### src/rtl/dbg_loader.sv
// UART byte-stream debug loader: decodes host commands into CPU reset control
// and 32-bit word accesses on the SoC debug memory port.
module dbg_loader #(
    parameter int unsigned TIMEOUT       = 100000,
    parameter bit          HOLD_AT_RESET = 1'b1
) (
    input  logic        clk,
    input  logic        n_reset,
    input  logic [7:0]  rx_data,
    input  logic        rx_valid,
    output logic [7:0]  tx_data,
    output logic        tx_valid,
    input  logic        tx_ready,
    output logic        dbg_mem_op,
    output logic [3:0]  dbg_wren,
    output logic [31:0] dbg_adr,
    output logic [31:0] dbg_do,
    input  logic [31:0] dbg_di,
    input  logic        dbg_ready,
    output logic        cpu_n_reset
);

    localparam int unsigned TMO_W = $clog2(TIMEOUT + 1);

    localparam logic [2:0] S_IDLE = 3'd0;
    localparam logic [2:0] S_ADDR = 3'd1;
    localparam logic [2:0] S_DATA = 3'd2;
    localparam logic [2:0] S_MEM  = 3'd3;
    localparam logic [2:0] S_RESP = 3'd4;

    localparam logic [7:0] OP_W = 8'h57;
    localparam logic [7:0] OP_R = 8'h52;
    localparam logic [7:0] OP_H = 8'h48;
    localparam logic [7:0] OP_G = 8'h47;
    localparam logic [7:0] ACK  = 8'h06;
    localparam logic [7:0] NAK  = 8'h15;

    logic [2:0]       state_q,   state_d;
    logic [1:0]       cnt_q,     cnt_d;
    logic [TMO_W-1:0] tmo_q,     tmo_d;
    logic             is_wr_q,   is_wr_d;
    logic             rej_q,     rej_d;
    logic [31:0]      adr_q,     adr_d;
    logic [31:0]      do_q,      do_d;
    logic [3:0]       wren_q,    wren_d;
    logic             mem_op_q,  mem_op_d;
    logic [23:0]      buf_q,     buf_d;
    logic [1:0]       left_q,    left_d;
    logic [7:0]       tx_data_q, tx_data_d;
    logic             tx_vld_q,  tx_vld_d;
    logic             cpu_q,     cpu_d;

    // State register
    always_ff @(posedge clk or negedge n_reset) begin
        if (!n_reset) begin
            state_q   <= S_IDLE;
            cnt_q     <= 2'd0;
            tmo_q     <= '0;
            is_wr_q   <= 1'b0;
            rej_q     <= 1'b0;
            adr_q     <= 32'd0;
            do_q      <= 32'd0;
            wren_q    <= 4'h0;
            mem_op_q  <= 1'b0;
            buf_q     <= 24'd0;
            left_q    <= 2'd0;
            tx_data_q <= 8'h00;
            tx_vld_q  <= 1'b0;
            cpu_q     <= ~HOLD_AT_RESET;
        end else begin
            state_q   <= state_d;
            cnt_q     <= cnt_d;
            tmo_q     <= tmo_d;
            is_wr_q   <= is_wr_d;
            rej_q     <= rej_d;
            adr_q     <= adr_d;
            do_q      <= do_d;
            wren_q    <= wren_d;
            mem_op_q  <= mem_op_d;
            buf_q     <= buf_d;
            left_q    <= left_d;
            tx_data_q <= tx_data_d;
            tx_vld_q  <= tx_vld_d;
            cpu_q     <= cpu_d;
        end
    end

    // Command decode, payload assembly, access handshake and reply sequencing
    always_comb begin
        state_d   = state_q;
        cnt_d     = cnt_q;
        tmo_d     = tmo_q;
        is_wr_d   = is_wr_q;
        rej_d     = rej_q;
        adr_d     = adr_q;
        do_d      = do_q;
        wren_d    = wren_q;
        mem_op_d  = mem_op_q;
        buf_d     = buf_q;
        left_d    = left_q;
        tx_data_d = tx_data_q;
        tx_vld_d  = tx_vld_q;
        cpu_d     = cpu_q;

        case (state_q)
            S_IDLE: begin
                if (rx_valid) begin
                    case (rx_data)
                        OP_W, OP_R: begin
                            state_d = S_ADDR;
                            cnt_d   = 2'd0;
                            tmo_d   = '0;
                            is_wr_d = (rx_data == OP_W);
                            // Accesses are refused while the CPU is running
                            rej_d   = cpu_q;
                        end
                        OP_H, OP_G: begin
                            cpu_d     = (rx_data == OP_G);
                            state_d   = S_RESP;
                            tx_vld_d  = 1'b1;
                            tx_data_d = ACK;
                            left_d    = 2'd0;
                        end
                        default: begin
                            state_d   = S_RESP;
                            tx_vld_d  = 1'b1;
                            tx_data_d = NAK;
                            left_d    = 2'd0;
                        end
                    endcase
                end
            end

            S_ADDR, S_DATA: begin
                if (rx_valid) begin
                    tmo_d = '0;
                    cnt_d = cnt_q + 2'd1;
                    if (state_q == S_ADDR) begin
                        adr_d[{cnt_q, 3'b000} +: 8] = rx_data;
                        adr_d[1:0]                  = 2'b00;
                    end else begin
                        do_d[{cnt_q, 3'b000} +: 8] = rx_data;
                    end
                    if (cnt_q == 2'd3) begin
                        if (state_q == S_ADDR && is_wr_q) begin
                            state_d = S_DATA;
                        end else if (rej_q) begin
                            state_d   = S_RESP;
                            tx_vld_d  = 1'b1;
                            tx_data_d = NAK;
                            left_d    = 2'd0;
                        end else begin
                            state_d  = S_MEM;
                            mem_op_d = 1'b1;
                            wren_d   = is_wr_q ? 4'hF : 4'h0;
                        end
                    end
                end else if (tmo_q == TMO_W'(TIMEOUT - 1)) begin
                    state_d = S_IDLE;
                end else begin
                    tmo_d = tmo_q + TMO_W'(1);
                end
            end

            S_MEM: begin
                if (dbg_ready) begin
                    mem_op_d  = 1'b0;
                    wren_d    = 4'h0;
                    state_d   = S_RESP;
                    tx_vld_d  = 1'b1;
                    buf_d     = dbg_di[31:8];
                    tx_data_d = is_wr_q ? ACK : dbg_di[7:0];
                    left_d    = is_wr_q ? 2'd0 : 2'd3;
                end
            end

            S_RESP: begin
                if (tx_vld_q) begin
                    if (tx_ready) begin
                        tx_vld_d = 1'b0;
                        if (left_q == 2'd0) begin
                            state_d = S_IDLE;
                        end
                    end
                end else begin
                    // Gap cycle after a transfer: present the next queued byte
                    tx_vld_d  = 1'b1;
                    tx_data_d = buf_q[7:0];
                    buf_d     = {8'h00, buf_q[23:8]};
                    left_d    = left_q - 2'd1;
                end
            end

            default: begin
                state_d = S_IDLE;
            end
        endcase
    end

    assign tx_data     = tx_data_q;
    assign tx_valid    = tx_vld_q;
    assign dbg_mem_op  = mem_op_q;
    assign dbg_wren    = wren_q;
    assign dbg_adr     = adr_q;
    assign dbg_do      = do_q;
    assign cpu_n_reset = cpu_q;

endmodule

### config.mk
export PLATFORM = sky130hd
export DESIGN_NAME = dbg_loader
export DESIGN_NICKNAME = d
export VERILOG_FILES = /design/src/rtl/dbg_loader.sv
export SDC_FILE = /design/constraint.sdc
export NUM_CORES = 1
export LEC_CHECK = 0
export CORE_ASPECT_RATIO = 0.6
export CORE_MARGIN = 10
export CORE_UTILIZATION = 30
export DETAILED_ROUTE_END_ITERATION = 6
export HOLD_SLACK_MARGIN = 0.15
export PLACE_DENSITY_LB_ADDON = 0.3
export SETUP_SLACK_MARGIN = 0.05
export SYNTH_ARGS = -nofsm -noshare
export SYNTH_HDL_FRONTEND = slang
export SYNTH_SLANG_ARGS = --single-unit
### constraint.sdc
create_clock -name clk -period 3.05 [get_ports clk]
set_input_delay 0.61 -clock clk [delete_from_list [all_inputs] [get_ports clk]]
set_output_delay 0.61 -clock clk [all_outputs]
set_load 0.01 [all_outputs]
# [Word level (Yosys, flattened, before mapping)]
# Cells that the tools add are included.
[word_totals] register_bits=127 inputBits=45 out_inout_bits=79 wordCells=137
[classes] addsub=4 n_eq_ne=26 shifts=2 n_mux=69 bitwise=1 reduce_logical=21
[op_table] cell="17-bit 2-to-1 mux" count=4
[op_table] cell="32-bit bitwise mux" count=2
[op_table] cell="8-bit 2-to-1 mux" count=8
[op_table] cell="24-bit 2-to-1 mux" count=2
[op_table] cell="24-bit one-hot mux with 2 select lines" count=1
[op_table] cell="17-bit one-hot mux with 2 select lines" count=1
[op_table] cell="3-bit 2-to-1 mux" count=11
[op_table] cell="8-bit by 7-bit == test with 1-bit output (second input constant)" count=4
[op_table] cell="8-bit one-hot mux with 4 select lines" count=1
[op_table] cell="8-bit by 7-bit variable shift with 32-bit output (first input constant)" count=1
[op_table] cell="8-bit by 7-bit variable part select with 32-bit output" count=1
[op_table] cell="2-bit 2-to-1 mux" count=12
[op_table] cell="4-bit 2-to-1 mux" count=6
[op_table] cell="2-bit inequality test (second input constant)" count=12
[op_table] cell="17-bit by 1-bit adder with 17-bit output (second input constant)" count=1
[op_table] cell="17-bit == test (second input constant)" count=1
[op_table] cell="8-bit one-hot mux with 2 select lines" count=1
[op_table] cell="3-bit AND reduction" count=5
[op_table] cell="1-bit 2-to-1 mux" count=14
[op_table] cell="3-bit one-hot mux with 4 select lines" count=1
[op_table] cell="3-bit inequality test (second input constant)" count=3
[op_table] cell="9-bit AND reduction" count=1
[op_table] cell="2-bit one-hot mux with 4 select lines" count=1
[op_table] cell="4-bit one-hot mux with 2 select lines" count=1
[op_table] cell="22 further kinds" count=28

# [Depth between registers and ports, before layout]
# Gate-level depths: netlist of the first run.
[depth] word_depth=6 ltp_mapped=8 ltp_nobuf=6

# [Worst setup path before layout of the first run]
# OpenSTA, ideal clock, no wires.
[synth_path] path_kind="input to register" start="in rx_data[2]" end="reg tmo_q[4]" arrival_time_ns=2.030 required_time_ns=2.931 setup_slack_ns=0.901 cell_stages=6 cell_sequence="clkbuf_1 xnor2_1 nand4_1 a221oi_1 o311a_1 nor2_1"
[synth_between] elab_chain_cells=4 elab_cells_between_ends=5
[synth_lines] item="from (decl)" line_no="9" source="input logic [7:0] rx_data,"
[synth_lines] item="8-bit by 7-bit == test with 1-bit output" line_no="108" source="case (rx_data)"
[synth_lines] item="2-bit OR reduction *" line_no="108"
[synth_lines] item="2-bit by 1-bit inequality test with 1-bit output (no source line) *"
[synth_lines] item="4-bit AND reduction (no source line) *"
[synth_lines] item="to (signal assigned)" line_no="73" source="tmo_q <= tmo_d;"
[synth_lines] item="to (decl)" line_no="40" source="logic [TMO_W-1:0] tmo_q, tmo_d;"
# Mark *: on every way between the ends. The rest lies on a longest branch, timed or not.
# A chain may end at the register's enable or synchronous reset.

# [Final worst setup path of the first run]
[layout_path] start="in rx_data[5]" end="reg tmo_q[0]"
# Same word-level chain as after synthesis.

==> results.py, run 1 <==
metrics = {
    "yosys": {
        "yosysSeqAreaShare": 0.534,
        "postSynthCellCount": 620,
        "synth-edff-count": 0,
        "synth_top_area_cell": "dfrtp_1",
        "netlist_area_sq_um": 5810,
        "async_reset_ff_frac": 1.00,
        "ys_warn_count": 0,
        "synth_area_leaders": "dfrtp_1, nand2_1, o21ai_0",
        "ys_types": 58,
        "yosys.area.top_type_share": 0.534,
        "ys_ff_latch": 124,
        "avgSynthCellArea_sq_um": 9.38,
        "synth_ff_type": "dfrtp_1",
    },
    "die": {
        "initial_core_util": 0.305,
        "core_sq_um": 19000,
        "die_w_microns": 200,
        "dieArea_sq_um": 25500,
        "dieHeight_microns": 128,
        "rows": 39,
        "io_pins": 124,
    },
    "setup_path": {
        "critical_path_class": "primary input to flop",
        "regToRegEndpoint": "state_q[0]",
        "crit_required_ns": 3.34,
        "critPathMaxFanout": 11,
        "ff2ff_path_depth": 5,
        "critPathArrivalTime_ns": 2.69,
        "start_kind": "primary input",
        "r2r_slack_ns": 0.75,
        "rr_startpoint": "tmo_q[13]",
        "cp-end-kind": "flop",
    },
    "detailed_routing": {
        "wl_met2_microns": 6950,
        "wl_met1_microns": 8840,
        "ant_nets": 0,
        "wl_met3_microns": 1150,
        "drc": 0,
        "num_vias": 4881,
        "firstDrtPassIters": 4,
        "wirelength_microns": 17000,
        "avgViaCountPerCell": 4.87,
        "top_layer": "met4",
        "post_drt_wl_per_cell_microns": 17.0,
        "drtIter0Drc": 336,
    },
    "cells_and_area": {
        "fin_area_sq_um": 7940,
        "final_common_cell": "nand2_1",
        "fin_util": 0.417,
        "final_cell_mix": "nand2_1, dfrtp_1, clkdlybuf4s50_1",
        "fin_nets": 797,
        "syn_to_final_growth_pct": 36.6,
        "layout-drive-gt1-share": 0.0806,
        "multi_input_area_sq_um": 2500,
        "final-seq-area_sq_um": 3100,
        "fillers": 1886,
        "diodes": 0,
    },
    "timing": {
        "tightest_slew_ns": 0.976,
        "period_share": 0.787,
        "finalSetupTns_ns": 0,
        "finalHoldWorstSlack_ns": 0.261,
        "rsz0062_at_grt": "no",
        "slew_violations": 0,
        "timing.final.ws_setup_ns": 0.650,
        "skew_ns": 0.00904,
        "setup_viol": 0,
        "timing.slew.headroom": 0.347,
        "fmax_mhz": 417,
        "hold_violations": 0,
        "min_period_ns": 2.40,
    },
    "global_routing": {
        "grt_max_degree": 50,
        "first_global_vias": 4676,
        "grt_remaining_overflow": 0,
        "antenna_found_initial": 0,
        "grt.total_usage": 0.133,
        "grt_pass1_wl_microns": 26900,
    },
    "power": {
        "power_leakage_nw": 3.37,
        "power_density_nw_per_um2": 753,
        "vdd_drop_max_mv": 0.380,
    },
    "hold_path": {
        "hold_path_class": "primary input to asynchronous set/reset pin",
    },
    "clock_network": {
        "clockRootBuffer": "clkbuf_16",
        "post_cts_buffers": 0,
        "path_clk_slew_ns": 0.05,
        "postCtsHoldBufs": 0,
        "clk_path_buf_depth": 2,
        "clk_latency_ns": 0.41,
        "cts_buffers": 17,
        "cts_resized": 0,
        "h-tree-depth": 4,
        "cts.sinks": 124,
        "cts_tree": "done",
    },
    "placed_design": {
        "dp_hpwl_microns": 12500,
        "placed_cell_area_sq_um": 7360,
        "place_congestion": 0.821,
        "place_ws_ns": 0.275,
        "io_buffers": 121,
    },
    "run_status": {
        "outcome": "finished clean",
    },
    "flow_run": {
        "cap_violations": 0,
    },
}
[kinds of logic after synthesis]
family,share of synthesized area
muxes,0.0523
DFF,0.534
AOI/OAI and AO/OA,0.171
xor gates and xnor gates,0.00301
adders and majority gates,0.0151
buffers and inverters,0.0398
and+or+nand+nor,0.184
other,0.000645
[critical path, cell delays in order]
cell and delay, ns:
clkdlybuf4s50_1 0.62, nor3b_2 0.42, nand4_1 0.21, a221o_2 0.53, mux2_2 0.30
[per-layer routing]
metal,vias up,track usage
li1,2429,-
met1,2344,0.196
met2,101,0.181
met3,7,0.0446
met4,0,0.0306
met5,-,0
[through the flow]
step | total power (W) | cells
finish | 0.00598 | 1003
global route | 0.00633 | 1003
CTS | 0.00605 | 1003
detailed placement | 0.00404 | 972
global placement | 0.00401 | 972
floorplan | 0.00327 | 621
[report_power, final]
group / internal (W) / switching, W
Combinational: 0.000858 / 0.000879
Sequential: 0.00199 / 0.000260
Clock: 0.00128 / 0.000709
[sequential cells by signal, summed over array words and instances (netlist names), 2 cells and up]
register,count
buf_q,24
cnt_q,2
dbg_adr,30
dbg_do,32
left_q,2
state_q,3
tmo_q,17
tx_data,8
[final cells by class]
class	instances	area share
Clock buffer	24	0.0619
Sequential cell	124	0.391
Timing Repair Buffer	142	0.177
Clock inverter	7	0.0110
Multi-Input combinational cell	448	0.315
Inverter	12	0.00567
Tap cell	246	0.0388
[how the worst max path moves through the flow]
stage | startpoint | to | cells after the start
finish | rx_data[5] | tmo_q[0] | 5
global route | rx_valid | dbg_adr[13] | 6
CTS | rx_data[5] | tmo_q[0] | 5
detailed placement | rx_data[5] | tmo_q[0] | 5
global placement | rx_data[7] | tmo_q[0] | 5
floorplan | rx_data[2] | tmo_q[4] | 6
[cell usage after synthesis, types with 8 or more instances]
master,n
a31oi_1,14
buf_2,8
clkbuf_1,21
dfrtp_1,124
inv_1,11
mux2_1,9
mux2i_1,18
nand2_1,160
nand3_1,8
nor2_1,14
nor3_1,10
o21ai_0,82
o21ai_1,37
Note: power is estimated with default switching activity, not from simulation.
==> run 2, diff against run 1 <==
Clock period 3.05 ns to 2.45 ns, I/O delays scaled along.
==> results.py, run 2 (synthesized netlist as in run 1, its figures left out) <==
metrics = {
    "cells_and_area": {
        "diodes": 0,
        "syn_to_final_growth_pct": 40.2,
        "final_cell_mix": "nand2_1, dfrtp_1, clkdlybuf4s50_1",
        "final-seq-area_sq_um": 3100,
        "multi_input_area_sq_um": 2500,
        "layout-drive-gt1-share": 0.108,
        "final_common_cell": "nand2_1",
        "fillers": 1903,
        "largest_reg_flops": 32,
        "fin_nets": 817,
    },
    "timing": {
        "period_share": 0.924,
        "tightest_slew_ns": 0.704,
        "finalSetupTns_ns": 0,
        "min_period_ns": 2.26,
        "skew_ns": 0.0115,
        "fmax_mhz": 442,
        "slew_violations": 0,
        "setup_viol": 0,
        "timing.final.ws_setup_ns": 0.186,
        "hold_violations": 0,
        "rsz0062_at_grt": "no",
        "timing.slew.headroom": 0.527,
    },
    "setup_path": {
        "rr_startpoint": "tmo_q[13]",
        "critPathMaxFanout": 6,
        "crit_path_max_incr_delay_ns": 0.56,
        "crit_required_ns": 2.74,
        "startpoint": "tmo_q[13]",
        "cp-end-kind": "flop",
        "crit_end": "state_q[0]",
        "regToRegEndpoint": "state_q[0]",
        "ff2ff_path_depth": 5,
        "critical_path_class": "flop to flop",
        "start_kind": "flop",
        "r2r_slack_ns": 0.19,
        "critPathArrivalTime_ns": 2.55,
        "cpMaxStageDelayCell": "or4_4",
        "path_cells": "or4_4 -> nor4_4 -> nor2_2 -> nor2_2 -> mux2_1",
        "cp_common_cell": "nor2_2",
    },
    "power": {
        "total_power_w": 0.00776,
        "power_density_nw_per_um2": 952,
        "power_leakage_nw": 3.48,
        "vdd_drop_max_mv": 0.519,
    },
    "die": {
        "initial_core_util": 0.305,
        "dieArea_sq_um": 25500,
        "core_sq_um": 19000,
        "rows": 39,
        "io_pins": 124,
        "dieHeight_microns": 128,
        "die_w_microns": 200,
    },
    "global_routing": {
        "grt_remaining_overflow": 0,
        "grt_pass1_wl_microns": 27300,
        "antenna_found_initial": 0,
        "grt_max_degree": 75,
        "grt.total_usage": 0.136,
        "first_global_vias": 4829,
    },
    "placed_design": {
        "place_ws_ns": -0.0334,
        "io_buffers": 121,
        "place_congestion": 0.837,
        "dp_hpwl_microns": 12600,
    },
    "clock_network": {
        "clk_latency_ns": 0.42,
        "clockRootBuffer": "clkbuf_16",
        "path_clk_slew_ns": 0.06,
        "cts.sinks": 124,
        "h-tree-depth": 4,
        "cts_resized": 0,
        "cts_tree": "done",
        "cts_buffers": 17,
        "clk_path_buf_depth": 2,
    },
    "detailed_routing": {
        "wirelength_microns": 17100,
        "ant_nets": 0,
        "avgViaCountPerCell": 4.81,
        "num_vias": 4927,
        "post_drt_wl_per_cell_microns": 16.7,
        "drtIter0Drc": 370,
        "drc": 0,
        "firstDrtPassIters": 5,
    },
    "hold_path": {
        "hold_path_class": "flop to flop",
    },
    "run_status": {
        "outcome": "finished clean",
    },
    "flow_run": {
        "cap_violations": 0,
    },
}
[run 2: changes by cell type in the layout (fill, tap and decap cells not counted)]
| cell | before | now |
|---|---|---|
| buf_12 | 3 | 4 |
| buf_4 | 19 | 37 |
| bufinv_16 | 2 | 4 |
| clkbuf_1 | 3 | 0 |
| clkbuf_8 | 4 | 0 |
| clkinv_4 | 0 | 3 |
| clkinvlp_4 | 1 | 3 |
| dlygate4sd3_1 | 0 | 1 |
| inv_6 | 0 | 1 |
[run 2: worst min-delay path by stage]
stage                          start          to  slack (ns)  depth (start not counted)
after CTS                   buf_q[7]    buf_q[7]        0.48                          2
final                     dbg_do[18]  dbg_do[18]        0.48                          2
after floorplan              n_reset    buf_q[0]        0.19                          0
after global placement     buf_q[22]   buf_q[22]        0.46                          2
after global routing      dbg_do[22]  dbg_do[22]        0.50                          2
after detailed placement     n_reset   dbg_do[7]        0.47                          1
[run 2: what timing repair did]
item | CTS | global route
hold buffers | 1 | 0
hold endpoints to repair | 31 | 0
setup buffers | 0 | 0
[run 2: where the power goes]
group | internal [W] | switching, W
Sequential | 0.00248 | 0.000308
Clock | 0.00170 | 0.000991
Combinational | 0.00116 | 0.00112
Total | 0.00534 | 0.00242
[run 2: per-layer routing]
layer	routed length, microns	vias up	track usage
li1	-	2472	-
met2	6960	109	0.186
met1	8890	2333	0.200
met4	132	0	0.0346
met3	1070	13	0.0446
met5	0	-	0
[run 2: cell type report]
cell class / count / share of cell area
timing repair buffer: 162 / 0.193
clock inverter: 15 / 0.0243
multi-input combinational: 448 / 0.307
inverter: 12 / 0.00553
clock buffer: 17 / 0.0522
sequential: 124 / 0.381
tap: 246 / 0.0378
[run 2: stage by stage]
stage               cells  hold WS [ns]  instance area (sq um)   util
floorplan             621         0.194                   5820      -
global placement      991         0.464                   7510  0.395
detailed placement    991         0.468                   7510  0.395
CTS                  1024         0.484                   8150  0.428
global route         1024         0.502                   8150  0.428
finish               1024         0.480                   8150  0.428
[run 2: worst max-delay path, delay by kind of cell, from the launching register on]
family	cells	cell delay [ns]
simple gates	4	1.35
flops	1	0.43
mux	1	0.36
==> run 3, diff against run 2 <==
--- a/constraint.sdc
+++ b/constraint.sdc
@@ -3,2 +3,2 @@
 set_output_delay 0.49 -clock clk [all_outputs]
-set_load 0.01 [all_outputs]
+set_load 0.005 [all_outputs]
==> results of run 3 <==
Same layout as run 2 (identical final DEF). Status: finished clean.
Among the figures that moved: total power 0.00776 W -> 0.00768 W
